<file path="src/rtl/mole_spawner_if.sv">
// Bundles the game-side signals of the whack-a-mole round controller.
// The player/rng side drives inputs through master; the controller uses slave.
interface mole_spawner_if #(
    parameter int NUM_LEDS = 18
);
    logic                enable;
    logic                score_clr;
    logic [NUM_LEDS-1:0] random_value;
    logic [NUM_LEDS-1:0] switches;
    logic                change;
    logic [NUM_LEDS-1:0] leds;
    logic                hit_pulse;
    logic                wrong_pulse;
    logic                escape_pulse;
    logic [7:0]          score;
    logic [7:0]          misses;

    modport master (
        output enable, score_clr, random_value, switches,
        input  change, leds, hit_pulse, wrong_pulse, escape_pulse, score, misses
    );

    modport slave (
        input  enable, score_clr, random_value, switches,
        output change, leds, hit_pulse, wrong_pulse, escape_pulse, score, misses
    );
endinterface

</file>
<file path="src/rtl/mole_spawner.sv">
// Whack-a-mole round controller: requests a random value, shows a capped mole mask,
// scores switch rises against lit LEDs and counts escaped moles.
module mole_spawner #(
    parameter int NUM_LEDS  = 18,
    parameter int MAX_MOLES = 3,
    parameter int UP_TICKS  = 50_000_000,
    parameter int GAP_TICKS = 10_000_000,
    parameter int TW        = 26
) (
    input  logic           clk,
    input  logic           reset,
    mole_spawner_if.slave  bus
);
    localparam int CW = $clog2(NUM_LEDS + 1);

    typedef enum logic [2:0] {
        ST_IDLE,
        ST_REQ,
        ST_WAIT,
        ST_LOAD,
        ST_SHOW,
        ST_GAP
    } state_t;

    state_t              state_reg;
    logic [TW-1:0]       timer_reg;
    logic [NUM_LEDS-1:0] leds_reg;
    logic [NUM_LEDS-1:0] sw_q_reg;
    logic                change_reg;
    logic                hit_reg;
    logic                wrong_reg;
    logic                escape_reg;
    logic [7:0]          score_reg;
    logic [7:0]          misses_reg;

    logic [NUM_LEDS-1:0] rise;
    logic [NUM_LEDS-1:0] hits;
    logic [NUM_LEDS-1:0] remain;
    logic [NUM_LEDS-1:0] capped;
    logic [CW-1:0]       taken;

    function automatic logic [CW-1:0] popcount(input logic [NUM_LEDS-1:0] v);
        logic [CW-1:0] n;
        n = '0;
        for (int i = 0; i < NUM_LEDS; i++) begin
            n = n + CW'(v[i]);
        end
        return n;
    endfunction

    function automatic logic [7:0] sat_add(input logic [7:0] a, input logic [CW-1:0] b);
        logic [8:0] s;
        s = {1'b0, a} + 9'(b);
        return s[8] ? 8'hFF : s[7:0];
    endfunction

    assign rise   = bus.switches & ~sw_q_reg;
    assign hits   = rise & leds_reg;
    assign remain = leds_reg & ~hits;

    // Keep the lowest MAX_MOLES set bits; an empty draw still lights LED 0.
    always_comb begin
        capped = '0;
        taken  = '0;
        for (int i = 0; i < NUM_LEDS; i++) begin
            if (bus.random_value[i] && (taken < CW'(MAX_MOLES))) begin
                capped[i] = 1'b1;
                taken     = taken + CW'(1);
            end
        end
        if (capped == '0) begin
            capped = NUM_LEDS'(1);
        end
    end

    always_ff @(posedge clk) begin
        if (!reset) begin
            state_reg  <= ST_IDLE;
            timer_reg  <= '0;
            leds_reg   <= '0;
            sw_q_reg   <= '0;
            change_reg <= 1'b0;
            hit_reg    <= 1'b0;
            wrong_reg  <= 1'b0;
            escape_reg <= 1'b0;
            score_reg  <= '0;
            misses_reg <= '0;
        end else begin
            sw_q_reg   <= bus.switches;
            change_reg <= 1'b0;
            hit_reg    <= 1'b0;
            wrong_reg  <= 1'b0;
            escape_reg <= 1'b0;

            if (!bus.enable) begin
                state_reg <= ST_IDLE;
                leds_reg  <= '0;
            end else begin
                case (state_reg)
                    ST_IDLE: begin
                        leds_reg   <= '0;
                        change_reg <= 1'b1;
                        state_reg  <= ST_REQ;
                    end
                    ST_REQ: begin
                        state_reg <= ST_WAIT;
                    end
                    // rng output registers on the change edge, so give it a cycle.
                    ST_WAIT: begin
                        state_reg <= ST_LOAD;
                    end
                    ST_LOAD: begin
                        leds_reg  <= capped;
                        timer_reg <= TW'(UP_TICKS - 1);
                        state_reg <= ST_SHOW;
                    end
                    ST_SHOW: begin
                        score_reg <= sat_add(score_reg, popcount(hits));
                        hit_reg   <= |hits;
                        wrong_reg <= |(rise & ~leds_reg);
                        timer_reg <= timer_reg - TW'(1);
                        if (remain == '0) begin
                            leds_reg  <= '0;
                            timer_reg <= TW'(GAP_TICKS - 1);
                            state_reg <= ST_GAP;
                        end else if (timer_reg == '0) begin
                            misses_reg <= sat_add(misses_reg, popcount(remain));
                            escape_reg <= 1'b1;
                            leds_reg   <= '0;
                            timer_reg  <= TW'(GAP_TICKS - 1);
                            state_reg  <= ST_GAP;
                        end else begin
                            leds_reg <= remain;
                        end
                    end
                    ST_GAP: begin
                        leds_reg <= '0;
                        if (timer_reg == '0) begin
                            change_reg <= 1'b1;
                            state_reg  <= ST_REQ;
                        end else begin
                            timer_reg <= timer_reg - TW'(1);
                        end
                    end
                    default: begin
                        leds_reg  <= '0;
                        state_reg <= ST_IDLE;
                    end
                endcase
            end

            // Clearing overrides any increment from the same cycle.
            if (bus.score_clr) begin
                score_reg  <= '0;
                misses_reg <= '0;
            end
        end
    end

    assign bus.change       = change_reg;
    assign bus.leds         = leds_reg;
    assign bus.hit_pulse    = hit_reg;
    assign bus.wrong_pulse  = wrong_reg;
    assign bus.escape_pulse = escape_reg;
    assign bus.score        = score_reg;
    assign bus.misses       = misses_reg;
endmodule

</file>
<file path="src/flat_wrapper.sv">
// flat-port wrapper written by rule: the top's interface ports become plain ports
module mole_spawner_flat 
#(
    parameter int NUM_LEDS  = 18,
    parameter int MAX_MOLES = 3,
    parameter int UP_TICKS  = 50_000_000,
    parameter int GAP_TICKS = 10_000_000,
    parameter int TW        = 26
)
  (clk, reset, bus_enable, bus_score_clr, bus_random_value, bus_switches, bus_change, bus_leds, bus_hit_pulse, bus_wrong_pulse, bus_escape_pulse, bus_score, bus_misses);
  mole_spawner_if #(.NUM_LEDS(NUM_LEDS)) bus_i ();
  input  logic clk;
  input  logic reset;
  input wire logic [$bits(bus_i.enable)-1:0] bus_enable;
  input wire logic [$bits(bus_i.score_clr)-1:0] bus_score_clr;
  input wire logic [$bits(bus_i.random_value)-1:0] bus_random_value;
  input wire logic [$bits(bus_i.switches)-1:0] bus_switches;
  output wire logic [$bits(bus_i.change)-1:0] bus_change;
  output wire logic [$bits(bus_i.leds)-1:0] bus_leds;
  output wire logic [$bits(bus_i.hit_pulse)-1:0] bus_hit_pulse;
  output wire logic [$bits(bus_i.wrong_pulse)-1:0] bus_wrong_pulse;
  output wire logic [$bits(bus_i.escape_pulse)-1:0] bus_escape_pulse;
  output wire logic [$bits(bus_i.score)-1:0] bus_score;
  output wire logic [$bits(bus_i.misses)-1:0] bus_misses;
  assign bus_i.enable = bus_enable;
  assign bus_i.score_clr = bus_score_clr;
  assign bus_i.random_value = bus_random_value;
  assign bus_i.switches = bus_switches;
  assign bus_change = bus_i.change;
  assign bus_leds = bus_i.leds;
  assign bus_hit_pulse = bus_i.hit_pulse;
  assign bus_wrong_pulse = bus_i.wrong_pulse;
  assign bus_escape_pulse = bus_i.escape_pulse;
  assign bus_score = bus_i.score;
  assign bus_misses = bus_i.misses;
  mole_spawner #(.NUM_LEDS(NUM_LEDS), .MAX_MOLES(MAX_MOLES), .UP_TICKS(UP_TICKS), .GAP_TICKS(GAP_TICKS), .TW(TW)) u_core (.clk(clk), .reset(reset), .bus(bus_i));
endmodule
</file>
<file path="config.mk">
export PLATFORM = sky130hd
export DESIGN_NAME = mole_spawner_flat
export DESIGN_NICKNAME = d
export VERILOG_FILES = /design/src/rtl/mole_spawner_if.sv /design/src/rtl/mole_spawner.sv /design/src/flat_wrapper.sv
export SDC_FILE = /design/constraint.sdc
export NUM_CORES = 1
export LEC_CHECK = 0
export BUFFER_PORTS_ARGS = -buffer_cell sky130_fd_sc_hd__buf_2
export CAP_MARGIN = 20
export CELL_PAD_IN_SITES_DETAIL_PLACEMENT = 0
export CELL_PAD_IN_SITES_GLOBAL_PLACEMENT = 2
export CORE_MARGIN = 8
export CORE_UTILIZATION = 38
export CTS_CLUSTER_DIAMETER = 200
export DETAILED_ROUTE_END_ITERATION = 10
export HOLD_SLACK_MARGIN = 0.1
export PLACE_DENSITY_LB_ADDON = 0.1
export SLEW_MARGIN = 30
export SYNTH_ARGS = -nofsm -noshare
export SYNTH_HDL_FRONTEND = slang
export SYNTH_SLANG_ARGS = --single-unit
export TNS_END_PERCENT = 20
</file>
<file path="constraint.sdc">
create_clock -name clk -period 30.7 [get_ports clk]
set_input_delay 9.21 -clock clk [delete_from_list [all_inputs] [get_ports clk]]
set_output_delay 9.21 -clock clk [all_outputs]
set_load 0.01 [all_outputs]
</file>
==> impl_summary.txt <==
----------------------------------------------------
[Setup path]
  Crit start category ... input pin
  Startpoint of the lowest-slack register-to-register path ... u_core.sw_q_reg[1]
  Delay of the slowest critical-path stage ... 0.92 ns
  Launching instance or port of the critical path ... bus_random_value[0]
  Family with the most delay on the worst path ... adder cells
  Top cell by count, worst path ... sky130_fd_sc_hd__ha_1
  Crit-path slowest cell ... sky130_fd_sc_hd__fa_1
  WP data required ... 30.95 ns
  Critical Path Sink Type ... register
  Worst-path maximum fanout ... 17
  CP Data Arrival Time ... 20.24 ns
  Worst setup path category ... input pin to register
  Critical path buffers and inverters ... 5

[Min path]
  Worst hold path class ... register to register
  Launch instance of the worst min-delay path ... u_core.timer_reg[6]

[STA]
  Relative max-transition margin ... 39.6%
  Final worst path period share ... 65.1%
  Count of final setup violators ... 0
  Worst hold slack ... 0.460 ns
  Worst-Margin Slew ... 0.904 ns
  Setup TNS ... 0 ns
  Final count of hold timing violations ... 0
  Clock period minus final worst setup slack ... 19.98 ns
  Maximum operating frequency ... 0.0500 GHz
  Unrepaired setup endpoints after global routing ... no
  Final number of max-transition violations ... 0
  Maximum clock skew at final layout ... 0.00886 ns

[Floorplan]
  Site Rows ... 50
  X dimension of the die ... 154 um
  Floorplan core area ... 18800 um2
  Y dimension of the die ... 154 um
  # IOs ... 78
  Die Outline Area ... 23800 um2
  Initial Utilization ... 38.8%

[Clocking]
  Count of buffers added by post-CTS timing repair for setup ... 0
  Cts bufs inserted ... 9
  TritonCTS clock tree ... yes
  Hold bufs inserted after CTS ... 0
  Clock H-tree levels ... 3
  Post-CTS sizing ... 0
  Worst-skew pair later-pin latency ... 0.36 ns
  CTS max path bufs ... 2
  CTS sink cnt ... 85
  Clock-pin slew on the worst setup and hold paths ... 0.07 ns
  Master cell of the clock root buffer ... sky130_fd_sc_hd__clkbuf_16

[Routing]
  Total number of vias ... 6832
  Mean number of vias per cell ... 5.47
  Number of iterations in the first detailed-routing pass ... 5
  Remaining antenna violation count ... 0
  Number of design rule violations left after detail routing ... 0
  Drt total wl ... 21700 um
  Violation count after the first detailed-routing iteration ... 397
  Wirelength per Cell ... 17.4 um

[Synth]
  Simple-gate share of the synthesized area ... 29.0%
  Number of distinct library cells after synthesis ... 92
  Most instantiated library cell after synthesis ... sky130_fd_sc_hd__nand2_1
  Post-Synth XOR/XNOR Area ... 2.41%
  EDFF count, synth ... 0
  Async set-or-reset flop fraction in the synthesized netlist ... 0%
  Most used DFF post-synth ... sky130_fd_sc_hd__dfxtp_1
  Net count after synthesis ... 1056
  Ranking of synthesized cells by area ... sky130_fd_sc_hd__dfxtp_1 23%, sky130_fd_sc_hd__fa_1 7.4%, sky130_fd_sc_hd__ha_1 6.7%
  Synth warn ... 0
  Commonest cells in the netlist ... 98 x sky130_fd_sc_hd__nand2_1, 95 x sky130_fd_sc_hd__nor2_1, 85 x sky130_fd_sc_hd__dfxtp_1, 72 x sky130_fd_sc_hd__inv_1, 57 x sky130_fd_sc_hd__a21oi_1
  Cells after synthesis ... 950
  Adder-cell share of the synthesized area ... 14.1%
  Multiplexer share of the synthesized area ... 0.671%
  Area of the mapped netlist ... 7270 um2
  Area share of the largest cell type after synthesis ... 23.4%
  Synthesized-area fraction occupied by ao, oa, aoi and oai cells ... 24.6%
  Average instance area after synthesis ... 7.66 um2
  Combinational family with the most area after synthesis ... simple AND/OR/NAND/NOR gates
  Portion of the post-synthesis area used by sequential elements ... 23.4%
  Flip-flop and latch count after synthesis ... 85
  Cell type contributing the most total cell area after synthesis ... sky130_fd_sc_hd__dfxtp_1

[Placed design]
  Port Buffer Count ... 77
  GPL Wtd Cong ... 0.881
  Placed wire-length estimate ... 17400 um

[Layout]
  Area growth from synthesis to final layout ... 12.0%
  Max reg flops ... 26
  Diode insertion count for antenna repair ... 0
  Total number of nets in the final design ... 1117
  Layout cells sized above 1 ... 13.3%

[Global route]
  Global route total overflow ... 0
  Largest net degree at the start of global routing ... 45
  Wire length of the first global-routing pass ... 35800 um
  GRT Total Usage ... 18.5%
  Number of global-route vias before repair ... 6742
  Initial antenna violation count ... 2

[Power]
  Maximum ir drop on the vdd rail ... 0.0000295 V
  Cell Pwr Density ... 62.1 nW/um2
  Static power due to leakage ... 3.58 nW

[Run]
  Max Cap Viol ... 0

[Run status]
  Status ... finished, final reports clean

----------------------------------------------------
-- worst reg2reg max path: stages, from the launching register on --
cell and delay (ns):
sky130_fd_sc_hd__dfxtp_1 0.29, sky130_fd_sc_hd__nand2b_1 0.25, sky130_fd_sc_hd__or2_2 0.34, sky130_fd_sc_hd__ha_1 0.28, sky130_fd_sc_hd__inv_1 0.05, sky130_fd_sc_hd__fa_1 0.52
sky130_fd_sc_hd__fa_1 0.44, sky130_fd_sc_hd__fa_1 0.54, sky130_fd_sc_hd__fa_1 0.44, sky130_fd_sc_hd__fa_1 0.45, sky130_fd_sc_hd__fa_1 0.50, sky130_fd_sc_hd__inv_1 0.07
sky130_fd_sc_hd__fa_1 0.42, sky130_fd_sc_hd__a21o_1 0.20, sky130_fd_sc_hd__a21oi_1 0.19, sky130_fd_sc_hd__nand2b_1 0.13, sky130_fd_sc_hd__a21boi_0 0.09, sky130_fd_sc_hd__and2_1 0.20
sky130_fd_sc_hd__nand3_1 0.19, sky130_fd_sc_hd__a31oi_1 0.11
-- power by group --
part           total [mW]  switching (mW)  leakage, nW  internal, mW
Combinational       0.281           0.172         2.75         0.109
Clock               0.112          0.0488        0.140        0.0635
Sequential          0.113         0.00114        0.690         0.112
Total               0.506           0.222         3.58         0.284
-- metrics by stage --
step           instance area (um2)  power [mW]  util [%]  setup slack, ns  instances
5_1_grt                       8150       0.547      43.4             9.82       1250
3_5_place_dp                  7860       0.392      41.9            10.47       1234
3_3_place_gp                  7850       0.398      41.8            10.68       1234
2_1_floorplan                 7270       0.338         -            11.66        950
4_1_cts                       8150       0.507      43.4            10.82       1250
6_report                      8150       0.506      43.4            10.72       1250
-- layout by cell type, fill, tap and decap left out, types with 25 or more instances in the layout --
cell                       count
sky130_fd_sc_hd__a21oi_1      57
sky130_fd_sc_hd__o21ai_0      55
sky130_fd_sc_hd__nand2b_1     31
sky130_fd_sc_hd__ha_1         39
sky130_fd_sc_hd__nor3_1       29
sky130_fd_sc_hd__dfxtp_1      85
sky130_fd_sc_hd__inv_1        72
sky130_fd_sc_hd__nand2_1      98
sky130_fd_sc_hd__and2_1       41
sky130_fd_sc_hd__nand3_1      26
sky130_fd_sc_hd__nor2b_1      25
sky130_fd_sc_hd__buf_2        77
sky130_fd_sc_hd__fa_1         27
sky130_fd_sc_hd__nor2_1       95
-- worst paths after layout --
path / to / slack (ns) / cells after the start
hold reg to reg: u_core.timer_reg[6] / 0.46 / 2
setup reg to reg: u_core.bus.score[1] / 24.85 / 19
setup / recovery: u_core.bus.leds[1] / 10.72 / 50
hold / removal: u_core.timer_reg[6] / 0.46 / 2
-- metal layers --
layer / GRT usage (%) / up-vias / part of all wire, %
li1: - / 3505 / -
met1: 25.2 / 3170 / 49
met2: 29.4 / 126 / 45
met3: 2.93 / 27 / 3.9
met4: 6.21 / 4 / 1.8
met5: 0 / - / 0.097
-- logic make-up (layout without fill, tap and decap cells) --
| logic type | Yosys count | after routing |
|---|---|---|
| simple gates | 413 | 413 |
| compound gates | 255 | 255 |
| buf+inv | 107 | 173 |
| flops | 85 | 85 |
| fa+ha+maj | 66 | 66 |
| xor+xnor | 20 | 20 |
| mux | 4 | 4 |
-- layout make-up --
type,count,area [um2]
inverter,76,288
clock inverter,5,60.1
sequential,85,1700
timing repair buffer,81,415
tap,234,293
multi-input combinational,758,5160
fill,1966,10600
clock buffer,11,233
Power figures use the tool's default switching activity.
